--- src/rtl/core_ras_pkg.sv ---
// Shared pipeline types for the branch predictor: target-type encoding,
// prediction and resolution records, and return-stack sizing.
package core_ras_pkg;

  localparam int BPU_RAS_DEPTH = 8;
  localparam int BPU_RAS_PTR_W = $clog2(BPU_RAS_DEPTH);
  localparam logic [31:0] RESET_PC = 32'h1c00_0000;

  typedef enum logic [1:0] {
    TGT_NONE = 2'd0,
    TGT_CALL = 2'd1,
    TGT_RET  = 2'd2,
    TGT_IMM  = 2'd3
  } tgt_type_e;

  typedef struct packed {
    logic                     valid;
    logic [31:0]              pc;
    tgt_type_e                target_type;
    logic [BPU_RAS_PTR_W-1:0] ras_ptr;
  } bpu_predict_t;

  typedef struct packed {
    logic                     miss;
    logic [31:0]              pc;
    tgt_type_e                true_target_type;
    logic [BPU_RAS_PTR_W-1:0] ras_ptr;
  } bpu_correct_t;

  function automatic logic [31:0] pc_plus4(input logic [31:0] pc);
    return pc + 32'd4;
  endfunction

endpackage

--- src/rtl/core_ras.sv ---
// Return address stack: circular flop array pushed/popped by fetch-side
// predictions and repaired from the resolved branch record on a miss.
module core_ras
  import core_ras_pkg::*;
#(
  parameter int RAS_DEPTH = BPU_RAS_DEPTH
) (
  input  logic                         clk,
  input  logic                         rst_n,
  input  logic                         pred_valid_i,
  input  logic [1:0]                   pred_target_type_i,
  input  logic [31:0]                  pred_pc_i,
  output logic [31:0]                  ras_top_o,
  output logic [$clog2(RAS_DEPTH)-1:0] ras_ptr_o,
  input  logic                         correct_valid_i,
  input  bpu_correct_t                 correct_i
);

  localparam int RAS_PTR_W = $clog2(RAS_DEPTH);

  logic [RAS_PTR_W-1:0] r_ptr;
  logic [31:0]          r_stack [RAS_DEPTH];

  logic [RAS_PTR_W-1:0] w_ptr_nxt;
  logic                 w_wr_en;
  logic [RAS_PTR_W-1:0] w_wr_idx;
  logic [31:0]          w_wr_data;
  logic [RAS_PTR_W-1:0] w_corr_ptr;

  assign w_corr_ptr = RAS_PTR_W'(correct_i.ras_ptr);

  // A miss redirects fetch, so any same-cycle prediction is dropped.
  always_comb begin
    w_ptr_nxt = r_ptr;
    w_wr_en   = 1'b0;
    w_wr_idx  = r_ptr + 1'b1;
    w_wr_data = pc_plus4(pred_pc_i);
    if (correct_valid_i && correct_i.miss) begin
      w_wr_idx  = w_corr_ptr + 1'b1;
      w_wr_data = pc_plus4(correct_i.pc);
      unique case (correct_i.true_target_type)
        TGT_CALL: begin
          w_wr_en   = 1'b1;
          w_ptr_nxt = w_corr_ptr + 1'b1;
        end
        TGT_RET: w_ptr_nxt = w_corr_ptr - 1'b1;
        default: w_ptr_nxt = w_corr_ptr;
      endcase
    end else if (pred_valid_i) begin
      unique case (tgt_type_e'(pred_target_type_i))
        TGT_CALL: begin
          w_wr_en   = 1'b1;
          w_ptr_nxt = r_ptr + 1'b1;
        end
        TGT_RET: w_ptr_nxt = r_ptr - 1'b1;
        default: w_ptr_nxt = r_ptr;
      endcase
    end
  end

  // NOTE: state updates use <= so every flop samples pre-edge values; the
  // stack is a flop array (async read), so resetting each entry is legal here.
  always_ff @(posedge clk) begin
    if (!rst_n) begin
      r_ptr <= '0;
      for (int i = 0; i < RAS_DEPTH; i++) r_stack[i] <= RESET_PC;
    end else begin
      r_ptr <= w_ptr_nxt;
      if (w_wr_en) r_stack[w_wr_idx] <= w_wr_data;
    end
  end

  assign ras_top_o = r_stack[r_ptr];
  assign ras_ptr_o = r_ptr;

endmodule

--- config.mk ---
export PLATFORM = sky130hd
export DESIGN_NAME = core_ras
export DESIGN_NICKNAME = d
export VERILOG_FILES = /design/src/rtl/core_ras_pkg.sv /design/src/rtl/core_ras.sv
export SDC_FILE = /design/constraint.sdc
export NUM_CORES = 1
export LEC_CHECK = 0
export ABC_AREA = 1
export BUFFER_PORTS_ARGS = -buffer_cell sky130_fd_sc_hd__buf_2
export CORE_UTILIZATION = 55
export CTS_BUF_LIST = sky130_fd_sc_hd__clkbuf_8
export DETAILED_ROUTE_END_ITERATION = 7
export PLACE_DENSITY = 0.71
export SLEW_MARGIN = 25
export SYNTH_ARGS = -nofsm -noshare
export SYNTH_HDL_FRONTEND = slang
export SYNTH_SLANG_ARGS = --single-unit
--- constraint.sdc ---
create_clock -name clk -period 3 [get_ports clk]
set_input_delay 0.15 -clock clk [delete_from_list [all_inputs] [get_ports clk]]
set_output_delay 0.15 -clock clk [all_outputs]
set_load 0.1 [all_outputs]
Word level (Yosys, flattened, before mapping)
Memories as Yosys holds them, arrays and structs flattened. A register that Yosys moved wholly into a read port is not among the register bits.
Index checks and enable logic that the tools add are counted.
{ "totals": {"ff_bits": 3, "mem_count": 1, "wordCells": 36, "mem_bits_rw": 256, "in_bits": 76, "out_inout_bits": 35} }
{ "classes": {"n_addsub": 6, "reduce_logical": 5, "n_eq_ne": 4, "n_mux": 19} }
{ "memory_table": {"columns": ["name", "words", "width", "read_ports", "rd_ports_with_merged_regs", "write_ports", "line", "rtl"], "rows": [
  ["r_stack", 8, 32, 1, 1, 8, "core_ras.sv:22", "logic [31:0] r_stack [RAS_DEPTH];"]
]} }
{ "ops": {"columns": ["operator", "count"], "rows": [
  ["32-bit by 3-bit adder with 32-bit output (second input constant)", 2],
  ["32-bit 2-to-1 mux", 2],
  ["32-bit OR reduction", 1],
  ["3-bit 2-to-1 mux", 6],
  ["3-bit one-hot mux with 2 select lines", 2],
  ["1-bit 2-to-1 mux", 9],
  ["3-bit by 1-bit adder with 3-bit output (second input constant)", 2],
  ["3-bit by 1-bit subtractor with 3-bit output (second input constant)", 2],
  ["2-bit by 1-bit == test with 1-bit output (second input constant)", 2],
  ["2-bit == test (second input constant)", 2],
  ["3-bit nonzero test", 1],
  ["2-bit AND reduction", 1],
  ["2-bit nonzero test", 1],
  ["1-bit logical AND", 1]
]} }

Longest topological paths before layout
Gate-level depths: netlist of run 1.
{ "logic_depth": {"ltp_word": 9, "ltp_mapped": 14} }

Least setup slack after synthesis of run 1
No wires, ideal clock.
{ "synth_timing": {"kind": "register to register", "startpoint": "register r_ptr[0], in the netlist ras_ptr_o[0]", "endpoint": "memory r_stack[6][0] (enable)", "arrival_time_ns": 2.910, "setup_time_ns": 0.389, "slack_ns": -0.300, "required_ns": 2.611, "path_stages_with_launch": 12, "path_cell_list": "dfxtp_1 inv_1 ha_1 nand2_1 o21ai_1 inv_1 nor2_1 inv_1 nor2_2 inv_2 buf_2 nand2_1"} }
{ "synth_rtl": {"columns": ["item", "line", "rtl"], "rows": [
  ["start, declared", "core_ras.sv:21", "logic [RAS_PTR_W-1:0] r_ptr;"],
  ["start signal, assigned", "core_ras.sv:68", "r_ptr <= w_ptr_nxt;"],
  ["end, declared", "core_ras.sv:22", null]
]} }

==> results.json, run 1 <==
{
  "status": "finished clean",
  "numCtsBuffers": 43,
  "crit_chain": "buf_6 -> o21ai_0 -> o22ai_1 -> nor2_1 -> a31oi_1 -> buf_2",
  "seqCellArea_sq_um": 7810,
  "grt_max_degree": 82,
  "tightestPinTransition_ps": 797,
  "synth-seq-area-share_pct": 59.4,
  "setup_violations": 0,
  "pre_cts_ws_ps": 411,
  "drcViolationCount": 0,
  "max-vdd-ir-drop_mv": 0.305,
  "die_w_microns": 157,
  "io_pins": 111,
  "post-route-period-util_pct": 93.6,
  "gp_congestion": 0.895,
  "ys_ff_latch": 262,
  "hold_class": "input pin to flop",
  "syn-mean-instance-area_sq_um": 9.35,
  "max_stage_delay_ps": 500,
  "cts-root-buf": "clkbuf_8",
  "fin_nets": 1605,
  "wl_per_cell_microns": 19.5,
  "syn_inst": 1407,
  "cap_viol_max_count": 0,
  "slowest_stage": "buf_2",
  "grt_overflow": 0,
  "grt_pass1_wl_mm": 56.7,
  "power.density_nw_per_um2": 619,
  "crit_family": "buffers and inverters",
  "firstDrtPassIters": 6,
  "crit_path_end_kind": "primary output",
  "crit_fanout": 64,
  "multi_input_area_sq_um": 4740,
  "cp-start-kind": "flop",
  "cts_tree": "built",
  "clock_path_buffers": 3,
  "portBuffers": 110,
  "rsz0062_at_grt": "no",
  "fillers": 1969,
  "slew_headroom_pct": 45.4,
  "diodes": 0,
  "finalSetupTns_ps": 0,
  "cp.required_ps": 2850,
  "finalWirelength_mm": 36.4,
  "areaGrowthSynthToFinish_pct": 13.6,
  "hold_viol_final": 0,
  "grt_use_total_pct": 30.7,
  "cts.sinks": 262,
  "cp.arrival_ps": 2660,
  "antenna_found_initial": 0,
  "vias": 10828,
  "post_cts_buffers": 0,
  "cts.clk_slew.worst_paths_ps": 50,
  "worst-path-buf-inv": 2,
  "yosysWarnings": 0,
  "detail-route-antenna-nets": 0,
  "core_sq_um": 23500,
  "layout_setup_ws_ps": 193,
  "drtIter0Drc": 1226,
  "fmax_mhz": 356,
  "num_rows": 56,
  "whs_ps": 46.7,
  "syn_nets": 1490,
  "dieArea_sq_um": 24500,
  "grt_pass1_vias": 10299,
  "critical_path_class": "flop to primary output",
  "leakage_uw": 0.00582,
  "clk_latency_ps": 560,
  "via_per_inst": 5.79,
  "layout_min_cycle_time_ps": 2810,
  "dp_hpwl_mm": 21.8,
  "initial_core_util_pct": 56.0,
  "slew_violations": 0,
  "worst_clock_skew_ps": 28.0,
  "synthesis.area_sq_um": 13100,
  "drive_above_1_share_pct": 19.1,
  "fp.dieH_microns": 157,
  "synth.distinct_cells": 39,
  "h-tree-depth": 2
}
[kinds of logic after synthesis]
logic type               count (synthesis)  share of synthesized area [%]
XOR/XNOR                                13                          0.980
AND/OR/NAND/NOR                        701                           22.6
buffers and inverters                  144                           4.70
adder cells (fa/ha/maj)                  7                          0.666
flip-flops                             262                           59.4
multiplexers                             2                          0.152
AO/OA/AOI/OAI                          278                           11.6
[what timing repair did]
item / 4_1_cts / 5_1_grt
hold buffers: 1 / 0
setup endpoints to repair: 0 / 18
endpoints found under the hold margin: 2 / 0
resized for setup: 0 / 3
[layout make-up]
type | instances | share of cell area, %
sequential | 262 | 52.3
clock inverter | 29 | 1.01
timing repair buffer | 152 | 6.43
multi-input combinational | 1001 | 31.7
inverter | 62 | 1.58
clock buffer | 46 | 4.24
tap | 319 | 2.67
[power by group]
group / leakage [uW] / switching, uW / internal [uW]
sequential: 0.00263 / 48.8 / 4180
clock: 0.000443 / 1420 / 1500
combinational: 0.00275 / 1670 / 432
total: 0.00582 / 3130 / 6110
[final timing paths]
check | cells after the start | from | slack, ps | end
setup / recovery | 6 | flop | 190 | ras_top_o[31]
hold / removal | 4 | pred_valid_i | 50 | flop
setup reg to reg | 11 | ras_ptr_o[0]$_SDFFE_PN0P_ | 660 | r_stack[6][25]$_SDFFCE_PN0P_
hold reg to reg | 2 | ras_ptr_o[0]$_SDFFE_PN0P_ | 550 | flop
[state kept, by name, summed over array words and instances, names as in the netlist, named ones only]
name,flops
ras_ptr_o,3
r_stack,256
[Yosys cell counts, drive strengths merged]
cell      n  share of area (%)
inv      60                1.7
or2       3               0.14
xor2     11               0.73
ha        7               0.67
mux2i     2               0.15
and2      1              0.048
xnor2     2               0.25
buf      43                1.8
o21bai    2               0.11
a31oi    33                1.6
clkbuf   39                1.1
nor2    452                 13
nand4     1              0.095
nor3      1              0.038
nand3    72                3.3
edfxtp  256                 58
o22ai    32                1.5
o21ai   141                5.4
a21oi    68                2.8
nand2   167                5.2
clkinv    2              0.057
a211oi    1              0.057
dfxtp     6               0.91
o211ai    1              0.057
nand3b    4               0.29
[layer usage]
metal | vias up | global-route usage (%) | share of wire [%]
li1 | 5041 | - | -
met1 | 5106 | 43.6 | 41
met2 | 610 | 49.3 | 47
met3 | 71 | 3.54 | 9.9
met4 | 0 | 9.99 | 2.3
met5 | - | 0 | 0
[placed cells by master, fill, tap and decap left out, types with 3 or more instances in the layout]
cell        synthesis  layout
nand2_2            19      23
clkinv_1            2       9
o21ai_0           135     135
or2_2               3       3
nand3_2             9       9
o21ai_1             4       4
dfxtp_1             6       3
o22ai_1            32      32
a21oi_2             8       8
buf_2              26     110
a21oi_1            60      60
inv_1              49      61
nor2_1            431     431
clkbuf_8            0      46
nor2_4              5       5
a31oi_1            33      32
nand3_1            61      61
clkinvlp_4          0       3
nand2_1           147     143
ha_1                7       7
edfxtp_1          256     256
buf_12              0       7
xor2_1             11      11
inv_2              11      11
clkinv_2            0       5
nor2_2             16      16
buf_4               4      33
[worst register-to-register path, cell delays in order (launching register included)]
cell     delay, ps
dfxtp_2        360
inv_1           70
ha_1           310
nand2_1         60
o21ai_1        150
inv_1           90
nor2_1         110
inv_1           80
nor2_2         220
inv_2           60
nand2_1        230
buf_12         290
[stage by stage]
step | total power, uW | utilization (%) | std cells | instance area [sq um]
after floorplan | 5860 | - | 1407 | 13200
after global placement | 6370 | 60.2 | 1795 | 14100
after detailed placement | 6390 | 60.2 | 1795 | 14100
after CTS | 9250 | 63.6 | 1871 | 14900
after global routing | 9550 | 63.6 | 1871 | 14900
final | 9250 | 63.6 | 1871 | 14900
Note: power is estimated with default switching activity, not from simulation.
==> inputs of run 2 (changes only) <==
ABC_AREA = default   (was 1)
SLEW_MARGIN = 20   (was 25)
==> results.json, run 2 <==
{
  "synth-simple-area-share_pct": 13.5,
  "synth.distinct_cells": 55,
  "via_per_inst": 6.06,
  "grt_pass1_vias": 8845,
  "fin_nets": 1185,
  "grt_overflow": 0,
  "cts-root-buf": "clkbuf_8",
  "synth_edf_count": 256,
  "portBuffers": 110,
  "grt_use_total_pct": 28.5,
  "cts.clk_slew.worst_paths_ps": 60,
  "post-route-period-util_pct": 90.9,
  "ys_ff_latch": 262,
  "cp-start-kind": "flop",
  "syn_nets": 1044,
  "netlist_top_cells_area": "edfxtp_1 (60%), mux4_2 (11%), nor2_1 (5.9%), mux2_2 (3.5%), mux2i_1 (2.2%)",
  "cts_tree": "built",
  "synth_top_area_share_pct": 59.6,
  "clock_path_buffers": 3,
  "reg2reg_from": "ras_ptr_o[0]$_SDFFE_PN0P_",
  "cap_viol_max_count": 0,
  "synth-seq-area-share_pct": 60.5,
  "slew_headroom_pct": 37.9,
  "fp.dieH_microns": 155,
  "clk_latency_ps": 520,
  "detail-route-antenna-nets": 0,
  "seqCellArea_sq_um": 7820,
  "post_cts_buffers": 0,
  "firstDrtPassIters": 5,
  "finalWirelength_mm": 33.2,
  "drive_above_1_share_pct": 30.2,
  "grt_max_degree": 65,
  "cts_hold_buf": 0,
  "setup_violations": 0,
  "crit_path_end_kind": "primary output",
  "critical_path_class": "flop to primary output",
  "layout_setup_ws_ps": 272,
  "yosysWarnings": 0,
  "layout_commonest_cell": "edfxtp_1",
  "dp_hpwl_mm": 20.8,
  "ys_top_cells_by_count": "edfxtp_1 (256), nor2_1 (203), mux4_2 (64)",
  "wl_per_cell_microns": 23.0,
  "finalSetupTns_ps": 0,
  "reg2reg_depth": 8,
  "core_sq_um": 22800,
  "areaGrowthSynthToFinish_pct": 15.1,
  "synth_top_family_by_area": "multiplexers",
  "reg2reg_setup_slack_ps": 650,
  "syn-mean-instance-area_sq_um": 13.4,
  "layout_min_cycle_time_ps": 2730,
  "yosysMostFrequentCell": "edfxtp_1",
  "hold_class": "input pin to flop",
  "fmax_mhz": 367,
  "numCtsBuffers": 41,
  "gp_congestion": 0.911,
  "synthXorXnorAreaFrac_pct": 1.90,
  "drcViolationCount": 0,
  "largest_reg_flops": 256,
  "synthArstFlopShare_pct": 0,
  "yosys-mux-area-fraction_pct": 16.9,
  "diodes": 0,
  "endpoint": "ras_top_o[3]",
  "h-tree-depth": 2,
  "synth_largest_area_cell": "edfxtp_1",
  "hold_viol_final": 0,
  "tightestPinTransition_ps": 925,
  "worstHoldStart": "pred_valid_i",
  "leakage_uw": 0.00542,
  "grt_pass1_wl_mm": 50.4,
  "dieArea_sq_um": 24100,
  "cp.arrival_ps": 2580,
  "syn_inst": 961,
  "initial_core_util_pct": 56.5,
  "pre_cts_ws_ps": 107,
  "rsz0062_at_grt": "no",
  "num_rows": 55,
  "vias": 8774,
  "max-vdd-ir-drop_mv": 0.305,
  "status": "finished clean",
  "drtIter0Drc": 1001,
  "timing.rr.end": "r_stack[1][31]$_SDFFCE_PN0P_",
  "synthesis.area_sq_um": 12900,
  "io_pins": 111,
  "synth_adder_area_share_pct": 0.679,
  "mostFrequentLayoutCells": "edfxtp_1 (256), nor2_1 (203), buf_2 (110)",
  "cts_resized": 0,
  "fillers": 1771,
  "cts.sinks": 262,
  "cp.required_ps": 2850,
  "power.density_nw_per_um2": 571,
  "synth_compound_area_share_pct": 4.25,
  "multi_input_area_sq_um": 4890,
  "die_w_microns": 155,
  "slew_violations": 0,
  "antenna_found_initial": 1,
  "regMostFlops": "r_stack",
  "worst_clock_skew_ps": 11.3,
  "crit_fanout": 28,
  "synthFlopType": "edfxtp_1"
}
run 2: how the worst min path moves through the flow:
stage | to | slack (ps) | cells past startpoint
floorplan | ras_ptr_o[2]$_SDFFE_PN0P_ | 350 | 2
global placement | flop | 570 | 4
detailed placement | ras_ptr_o[1]$_SDFFE_PN0P_ | 590 | 3
CTS | ras_ptr_o[1]$_SDFFE_PN0P_ | 40 | 3
global route | flop | 50 | 3
finish | ras_ptr_o[1]$_SDFFE_PN0P_ | 50 | 3
run 2: kinds of logic after synthesis:
| kind of cell | Yosys count |
|---|---|
| compound gates | 85 |
| xor+xnor | 28 |
| fa+ha+maj | 7 |
| buf+inv | 66 |
| flops | 262 |
| mux | 133 |
| simple gates | 380 |
run 2: final cells by class:
| cell class | instances | area share [%] |
|---|---|---|
| flip-flops and latches | 262 | 52.6 |
| clock buffers | 43 | 3.98 |
| multi-input cells | 633 | 32.9 |
| clock inverters | 32 | 0.876 |
| well taps | 313 | 2.64 |
| repair buffers | 157 | 6.76 |
| inverters | 7 | 0.177 |
run 2: routing by layer:
layer	routed length, microns	GRT usage, %
met5	13	0
met4	810	9.24
met3	3340	5.63
met2	15700	45.9
met1	13300	39.2
run 2: critical path, stage by stage (launching register included):
cell and delay [ps]:
dfxtp_4 370, buf_4 470, mux4_2 590, mux2_2 300
buf_2 300
run 2: report_power, final:
part,switching [uW],internal [uW]
sequential,43.7,4160
clock,1330,1330
combinational,1150,475
total,2520,5960
run 2: stage by stage:
step                      area, sq um  hold WS, ps  std cells  util, %  power (uW)
after CTS                       14900         38.2       1447     65.0        8500
final                           14900         51.4       1447     65.0        8480
after floorplan                 13000          350        961        -        5460
after global routing            14900         50.8       1447     65.0        8740
after global placement          14100          574       1372     61.8        5880
after detailed placement        14100          590       1372     61.8        5890
